==> src/rtl/led_time_counter_pkg.sv <==
`default_nettype none
// +----------------------------------------------------------------------+
// | led_time_counter_pkg                                                 |
// | Shared state encoding, widths and helpers for the LED time counter.  |
// | Revision: 1.0                                                        |
// +----------------------------------------------------------------------+
package led_time_counter_pkg;

  typedef enum logic [1:0] {
    IDLE    = 2'd0,
    RUNNING = 2'd1,
    PAUSED  = 2'd2,
    FULL    = 2'd3
  } state_t;

  localparam int LEVEL_W = 4;
  localparam int LAP_W   = 8;

  // Lap counter sticks at all-ones instead of wrapping.
  function automatic logic [LAP_W-1:0] satIncLap(input logic [LAP_W-1:0] v);
    return (v == {LAP_W{1'b1}}) ? v : v + LAP_W'(1);
  endfunction

endpackage
`default_nettype wire

==> src/rtl/led_step_prescaler.sv <==
`default_nettype none
// +----------------------------------------------------------------------+
// | led_step_prescaler                                                   |
// | Terminal-count prescaler with enable and synchronous clear; emits a  |
// | one-cycle tick on the cycle that wraps the count back to zero.       |
// | Revision: 1.0                                                        |
// +----------------------------------------------------------------------+
module led_step_prescaler #(
  parameter int unsigned TICKS = 50000000
) (
  input  logic clk,
  input  logic reset,
  input  logic i_enable,
  input  logic i_clear,
  output logic o_tick
);

  localparam int CNT_W = $clog2(TICKS);
  localparam logic [CNT_W-1:0] c_lastCount = CNT_W'(TICKS - 1);

  logic [CNT_W-1:0] r_count;
  logic             w_terminal;

  assign w_terminal = (r_count == c_lastCount);
  assign o_tick     = i_enable & ~i_clear & w_terminal;

  always_ff @(posedge clk or posedge reset) begin
    if (reset) begin
      r_count <= '0;
    end else if (i_clear) begin
      r_count <= '0;
    end else if (i_enable) begin
      r_count <= w_terminal ? '0 : r_count + CNT_W'(1);
    end
  end

endmodule
`default_nettype wire

==> src/rtl/led_time_counter.sv <==
`default_nettype none
// +----------------------------------------------------------------------+
// | led_time_counter                                                     |
// | Elapsed-time fill level for the LED bar, with start/pause/clear      |
// | control, optional wrap-around and a saturating lap counter.          |
// | Revision: 1.0                                                        |
// +----------------------------------------------------------------------+
module led_time_counter
  import led_time_counter_pkg::*;
#(
  parameter int unsigned TICKS_PER_STEP = 50000000,
  parameter int unsigned MAX_LEVEL      = 10,
  parameter int unsigned WRAP           = 0
) (
  input  logic               clk,
  input  logic               reset,
  input  logic               start,
  input  logic               pause,
  input  logic               clear,
  output logic [LEVEL_W-1:0] level,
  output logic               step_pulse,
  output logic               lap_pulse,
  output logic [LAP_W-1:0]   lap_count,
  output logic               running,
  output logic               full
);

  localparam logic [LEVEL_W-1:0] c_maxLevel = LEVEL_W'(MAX_LEVEL);
  localparam logic               c_wrap     = (WRAP != 0);

  state_t             r_state;
  logic [LEVEL_W-1:0] r_level;
  logic [LAP_W-1:0]   r_lapCount;
  logic               r_stepPulse;
  logic               r_lapPulse;
  logic               r_running;
  logic               r_full;
  logic               w_prescEnable;
  logic               w_prescClear;
  logic               w_step;

  // A pause or clear on a terminal-count cycle must swallow the step.
  assign w_prescEnable = (r_state == RUNNING) && !pause && !clear;
  assign w_prescClear  = clear || (r_state == IDLE) || (r_state == FULL);

  led_step_prescaler #(
    .TICKS (TICKS_PER_STEP)
  ) u_prescaler (
    .clk      (clk),
    .reset    (reset),
    .i_enable (w_prescEnable),
    .i_clear  (w_prescClear),
    .o_tick   (w_step)
  );

  always_ff @(posedge clk or posedge reset) begin
    if (reset) begin
      r_state     <= IDLE;
      r_level     <= '0;
      r_lapCount  <= '0;
      r_stepPulse <= 1'b0;
      r_lapPulse  <= 1'b0;
      r_running   <= 1'b0;
      r_full      <= 1'b0;
    end else begin
      r_stepPulse <= 1'b0;
      r_lapPulse  <= 1'b0;
      if (clear) begin
        r_state    <= IDLE;
        r_level    <= '0;
        r_lapCount <= '0;
        r_running  <= 1'b0;
        r_full     <= 1'b0;
      end else begin
        case (r_state)
          IDLE: begin
            if (start && !pause) begin
              r_state   <= RUNNING;
              r_running <= 1'b1;
            end
          end
          RUNNING: begin
            if (pause) begin
              r_state   <= PAUSED;
              r_running <= 1'b0;
            end else if (w_step) begin
              if (r_level < c_maxLevel) begin
                r_level     <= r_level + LEVEL_W'(1);
                r_stepPulse <= 1'b1;
                if (!c_wrap && (r_level + LEVEL_W'(1) == c_maxLevel)) begin
                  r_state   <= FULL;
                  r_running <= 1'b0;
                  r_full    <= 1'b1;
                end
              end else if (c_wrap) begin
                r_level     <= '0;
                r_stepPulse <= 1'b1;
                r_lapPulse  <= 1'b1;
                r_lapCount  <= satIncLap(r_lapCount);
              end
            end
          end
          PAUSED: begin
            if (start && !pause) begin
              r_state   <= RUNNING;
              r_running <= 1'b1;
            end
          end
          FULL: begin
            r_state <= FULL;
          end
          default: begin
            r_state   <= IDLE;
            r_running <= 1'b0;
            r_full    <= 1'b0;
          end
        endcase
      end
    end
  end

  assign level      = r_level;
  assign step_pulse = r_stepPulse;
  assign lap_pulse  = c_wrap & r_lapPulse;
  assign lap_count  = r_lapCount;
  assign running    = r_running;
  assign full       = r_full;

endmodule
`default_nettype wire

==> config.mk <==
export PLATFORM = sky130hd
export DESIGN_NAME = led_time_counter
export DESIGN_NICKNAME = d
export VERILOG_FILES = /design/src/rtl/led_time_counter_pkg.sv /design/src/rtl/led_step_prescaler.sv /design/src/rtl/led_time_counter.sv
export SDC_FILE = /design/constraint.sdc
export NUM_CORES = 1
export LEC_CHECK = 0
export CAP_MARGIN = 20
export CORE_ASPECT_RATIO = 1.4
export CORE_MARGIN = 2
export CORE_UTILIZATION = 58
export DETAILED_ROUTE_END_ITERATION = 10
export PLACE_DENSITY_LB_ADDON = 0.25
export SYNTH_ARGS = -nofsm -noshare
export SYNTH_HDL_FRONTEND = slang
export SYNTH_HIERARCHICAL = 1
export SYNTH_SLANG_ARGS = --single-unit
==> constraint.sdc <==
create_clock -name clk -period 2.8 [get_ports clk]
set_input_delay 0.42 -clock clk [delete_from_list [all_inputs] [get_ports clk]]
set_output_delay 0.42 -clock clk [all_outputs]
set_load 0.05 [all_outputs]
==> flow_metrics.tcl, run 1 <==
set metrics [dict create \
    port_buffers 11 \
    placed_area_um2 2500 \
    cts_tree "done" \
    io_pins 21 \
    grt-ovfl-total 0 \
    multi_input_area_um2 1360 \
    htree_levels 2 \
    hold_viol 0 \
    r2r-start "u_prescaler/r_count[0]" \
    reg2reg_depth 7 \
    drv_cap 0 \
    rsz0062_at_grt "false" \
    min_path_type "input port to asynchronous set/reset pin" \
    finalSetupTns_ps 0 \
    critPathKind "flip-flop to flip-flop" \
    ys_seq_area_share_pct 37.0 \
    total_power_mw 0.971 \
    ys.flop_type "dfrtp_1" \
    die_y_um 79.6 \
    synthArstFlopShare_pct 100 \
    clk-insertion-delay-late_ps 300 \
    maxSlewViolCount 0 \
    cts-root-buf "clkbuf_8" \
    p_leak_nw 0.999 \
    synth_top_area_cell "dfrtp_1" \
    drc_errors 0 \
    drtAntennaViolNets 0 \
    synth_area_leaders "dfrtp_1, nand4_1, nand2_1" \
    ys_seq_elements 35 \
    antenna_cells 0 \
    cts_resized 0 \
    synth_commonest_cells "dfrtp_1, nand2_1, nor2_1" \
    powerDensity_nw_per_um2 376 \
    fin_crit_ps 2490 \
    wl_per_cell_um 16.9 \
    grt_pass1_vias 2034 \
    routed_wl_um 5530 \
    num-nets-final 292 \
    syn_to_final_growth_pct 9.08 \
    r2r_end "level[0]" \
    dp_hpwl_um 3900 \
    track_usage_pct 26.2 \
    status "finished clean" \
    ys_warn_count 6 \
    timing.fmax_mhz 402 \
    syn_area_um2 2370 \
    critPathLaunchType "flip-flop" \
    initial_core_util_pct 60.5 \
    grt_pass1_wl_um 9270 \
    vias 2169 \
    cts.sink_count 35 \
    peakVddDrop_uv 407 \
    seq_area_um2 876 \
    antenna_found_initial 0 \
    grt_start_max_net_pins 34 \
    worstPathRequired_ps 3030 \
    fp.coreArea_um2 3920 \
    min_period_over_period_pct 88.8 \
    clock_skew_ps 6.36 \
    viasPerCell 6.61 \
    die_w_um 58.0 \
    synth_edf_count 0 \
    clk_path_buf_depth 2 \
    setup_violations 0 \
    arrival_ps 2710 \
    slew_headroom_pct 57.7 \
    synth_top_cell_area_share_pct 37.0 \
    syn_area_per_cell_um2 8.62 \
    fp.dieArea_um2 4620 \
    worst_slew_pin_slew_ps 630 \
    critPathMaxFanout 7 \
    cts.reportedPaths.clkPinSlew_ps 70 \
    yosysMostFrequentCell "dfrtp_1" \
    place_congestion 0.862 \
    stdcell_area_um2 2580 \
    syn_inst 275 \
    cp-end-kind "flip-flop" \
    reg2reg_slack_ps 310 \
    drtPass1Iterations 5 \
    fillCellCount 318 \
    post_cts_buffers 0 \
    cts_buffers 5 \
    hold_buffers 0 \
    drt_iter0_markers 118 \
    yosysUniqueCellTypes 58 \
    rows 27 \
    drive_above_1_share_pct 9.47 \
]
per-stage QoR:
stage | hold WS [ps] | utilization [%] | setup WS (ps) | cells
after floorplan | 248 | - | 495 | 283
after global placement | 486 | 63.7 | 340 | 320
after detailed placement | 500 | 63.7 | 261 | 320
after CTS | 424 | 66.0 | 326 | 328
after global routing | 452 | 66.0 | 126 | 328
final | 421 | 66.0 | 314 | 328
kinds of logic (layout without fill, tap and decap cells):
| group | after synthesis | count (layout) | share of synthesized area, % |
|---|---|---|---|
| simple gates | 137 | 137 | 33.7 |
| compound gates | 55 | 55 | 16.8 |
| flops | 35 | 35 | 37.0 |
| buf+inv | 35 | 37 | 7.18 |
| xor+xnor | 5 | 5 | 1.85 |
| mux | 4 | 4 | 1.74 |
| fa+ha+maj | 3 | 3 | 1.58 |
| other cells | 1 | 9 | 0.158 |
critical path: stages, from the launching register on:
cell and delay, ps:
dfrtp_1 440, ha_1 270, and3_1 260, nand4_1 230, nor3_1 520, nand4bb_4 180, or3_1 370, a21oi_1 140
per-layer routing:
metal	track usage, %	vias up	wire, µm
met5	0	-	0
met4	12.6	0	147
met3	4.38	14	275
met2	45.9	67	2910
met1	30.5	1051	2200
li1	-	1037	-
registers in the layout, summed over array words and instances, names as in the netlist:
| signal | count |
|---|---|
| r_state | 2 |
| u_prescaler/r_count | 26 |
| running | 1 |
| full | 1 |
| step_pulse | 1 |
| level | 4 |
cells in the final DEF (no fill, tap or decap), types with 5 or more instances in the layout:
cell type | Yosys | final
nand2_1 | 26 | 26
buf_4 | 9 | 8
nor2b_1 | 5 | 5
clkbuf_8 | 0 | 5
o21ai_0 | 10 | 10
nand3_1 | 15 | 15
nor3_1 | 11 | 10
a21oi_1 | 9 | 9
nor2_1 | 22 | 22
xor2_1 | 5 | 5
and3_1 | 6 | 6
and4_1 | 5 | 5
conb_1 | 1 | 9
nand4_1 | 17 | 17
dfrtp_1 | 35 | 35
clkdlybuf4s50_1 | 0 | 11
inv_1 | 10 | 10
worst max path at each step:
stage	depth (start not counted)	slack, ps	from	end
CTS	6	330	u_prescaler/r_count[12]	level[0]
global route	6	130	u_prescaler/r_count[9]	level[0]
global placement	8	340	clear	level[0]
floorplan	8	490	clear	level[0]
detailed placement	8	260	clear	level[0]
finish	7	310	u_prescaler/r_count[0]	level[0]
power breakdown:
| group | internal [mW] | switching, mW |
|---|---|---|
| logic | 0.0198 | 0.0656 |
| registers | 0.507 | 0.00405 |
| clock network | 0.173 | 0.202 |
area by class of cell:
type,instances,share of cell area [%]
Multi-Input combinational cell,213,52.6
Sequential cell,35,33.9
Timing Repair Buffer,19,6.58
Clock buffer,5,2.66
Tap cell,43,2.08
Inverter,10,1.45
Clock inverter,3,0.774
Note: power is estimated with default switching activity, not from simulation.
==> run 2: changes to the inputs <==
--- a/config.mk
+++ b/config.mk
@@ -6,9 +6,11 @@
 export NUM_CORES = 1
 export LEC_CHECK = 0
 export CAP_MARGIN = 20
+export CELL_PAD_IN_SITES_DETAIL_PLACEMENT = 1
+export CELL_PAD_IN_SITES_GLOBAL_PLACEMENT = 2
 export CORE_ASPECT_RATIO = 1.4
 export CORE_MARGIN = 2
-export CORE_UTILIZATION = 58
+export CORE_UTILIZATION = 35
 export DETAILED_ROUTE_END_ITERATION = 10
 export PLACE_DENSITY_LB_ADDON = 0.25
 export SYNTH_ARGS = -nofsm -noshare
==> run 2 against run 1 <==
Net effect: flip-flop and latch count unchanged; clock skew increased by 0.98 ps; critical path depth increased by 1; sequential share of layout area decreased by 1.3 points; die area increased by 61%; highest routed layer unchanged; wire length increased by 27%; cell count increased by 12%; largest power group unchanged; first-iteration DRC count decreased by 31%; critical path type unchanged; register-to-register slack improved by 130 ps; maximum frequency increased by 5.3%; design area increased by 4.1%.
==> flow_metrics.tcl, run 2 (same netlist as run 1, synthesis figures left out) <==
set metrics [dict create \
    num-nets-final 301 \
    die_y_um 101 \
    min_period_over_period_pct 84.3 \
    peakVddDrop_uv 221 \
    power_frac_seq_pct 51.5 \
    hold_viol 0 \
    port_buffers 11 \
    grt-ovfl-total 0 \
    grt_start_max_net_pins 27 \
    worstPathRequired_ps 3020 \
    holdWs_ps 430 \
    cts.reportedPaths.clkPinSlew_ps 80 \
    syn_to_final_growth_pct 13.5 \
    clk-insertion-delay-late_ps 290 \
    viasPerCell 6.01 \
    fp.coreArea_um2 6570 \
    setup_violations 0 \
    grt_pass1_vias 2282 \
    critPathMaxFanout 6 \
    internal-power_mw 0.722 \
    io_pins 21 \
    reg2reg_slack_ps 440 \
    largest_reg_flops 26 \
    track_usage_pct 20.1 \
    p_leak_nw 1.05 \
    antenna_found_initial 0 \
    drt_iter0_markers 82 \
    finalSetupTns_ps 0 \
    drc_errors 0 \
    critPathLaunchType "flip-flop" \
    place_congestion 0.764 \
    routed_wl_um 7000 \
    clk_path_buf_depth 2 \
    slew_headroom_pct 65.5 \
    maxSlewViolCount 0 \
    critPathKind "flip-flop to flip-flop" \
    r2r_end "level[0]" \
    vias 2204 \
    crit_slowest_cell "dfrtp_1" \
    rsz0062_at_grt "false" \
    r2r-start "u_prescaler/r_count[1]" \
    wl_per_cell_um 19.1 \
    drv_cap 0 \
    post_cts_buffers 0 \
    switchingPower_mw 0.271 \
    fp.dieArea_um2 7450 \
    worst_slew_pin_slew_ps 513 \
    slowest_delay_ps 440 \
    htree_levels 2 \
    clock_skew_ps 7.34 \
    cts_tree "done" \
    min_path_type "input port to asynchronous set/reset pin" \
    antenna_cells 0 \
    final_util_pct 41.0 \
    reg2reg_depth 8 \
    hold_buffers 0 \
    die_w_um 73.5 \
    cp-end-kind "flip-flop" \
    combPwrFrac_pct 9.1 \
    powerDensity_nw_per_um2 369 \
    layout_common_cells "dfrtp_1, nand2_1, nor2_1" \
    drive_above_1_share_pct 11.9 \
    cp_cell_sequence "ha_1 -> and3_1 -> nand4_1 -> nor3_1 -> buf_4 -> nand4bb_4 -> or3_1 -> a21oi_1" \
    cts_resized 0 \
    initial_core_util_pct 36.1 \
    fin_crit_ps 2360 \
    layout_commonest_cell "dfrtp_1" \
    grt_pass1_wl_um 11800 \
    cts-root-buf "clkbuf_8" \
    fillCellCount 795 \
    dp_hpwl_um 5070 \
    drtPass1Iterations 4 \
    largest_register "u_prescaler/r_count" \
    rows 35 \
    status "finished clean" \
    timing.fmax_mhz 424 \
    p_clk_share_pct 39.4 \
    drtAntennaViolNets 0 \
    cts_buffers 5 \
    cts.sink_count 35 \
    arrival_ps 2580 \
    p_sw_share_pct 27.3 \
    total_power_mw 0.993 \
]
## run 2: per-stage QoR
stage / cells / worst slack, ps / instance area, µm²
5_1_grt: 367 / 261 / 2690
2_1_floorplan: 283 / 495 / 2400
3_3_place_gp: 360 / 406 / 2600
3_5_place_dp: 360 / 324 / 2600
6_report: 367 / 440 / 2690
4_1_cts: 367 / 447 / 2690
## run 2: power by group through the flow
stage,registers (mW),clock network [mW],logic (mW)
after detailed placement,0.521,0,0.0912
after global placement,0.521,0,0.0912
after floorplan,0.524,0,0.0709
after global routing,0.512,0.416,0.0991
after CTS,0.511,0.399,0.0915
final,0.511,0.391,0.0904
## run 2: area by class of cell
cell class              instances  area, µm²  area share [%]
clock inverters                 1       5.00           0.186
clock buffers                   6       82.6            3.07
multi-input cells             213       1360            50.5
inverters                      10       37.5            1.40
flip-flops and latches         35        876            32.6
repair buffers                 28        238            8.84
well taps                      74       92.6            3.44
## run 2: worst max-delay path by stage
stage,from,endpoint,slack (ps),depth (start not counted)
finish,u_prescaler/r_count[1],level[0],440,8
detailed placement,clear,level[0],320,9
global placement,clear,level[0],410,9
floorplan,clear,level[0],490,8
global route,u_prescaler/r_count[1],level[0],260,8
CTS,u_prescaler/r_count[1],level[0],450,8
## run 2: critical path: cells and delay by family, from the launching register on
kind                       cells  cell delay (ps)
and+or+nand+nor                5             1260
DFF                            1              440
adders and majority gates      1              280
buffers and inverters          1              170
AOI/OAI and AO/OA              1              140
## run 2: metal layers
metal	GRT usage, %	wire, µm	vias to the layer above
li1	-	-	1048
met1	24.8	3020	1124
met2	36.3	3780	25
met3	2.79	116	7
met4	5.17	87	0
met5	0	0	-
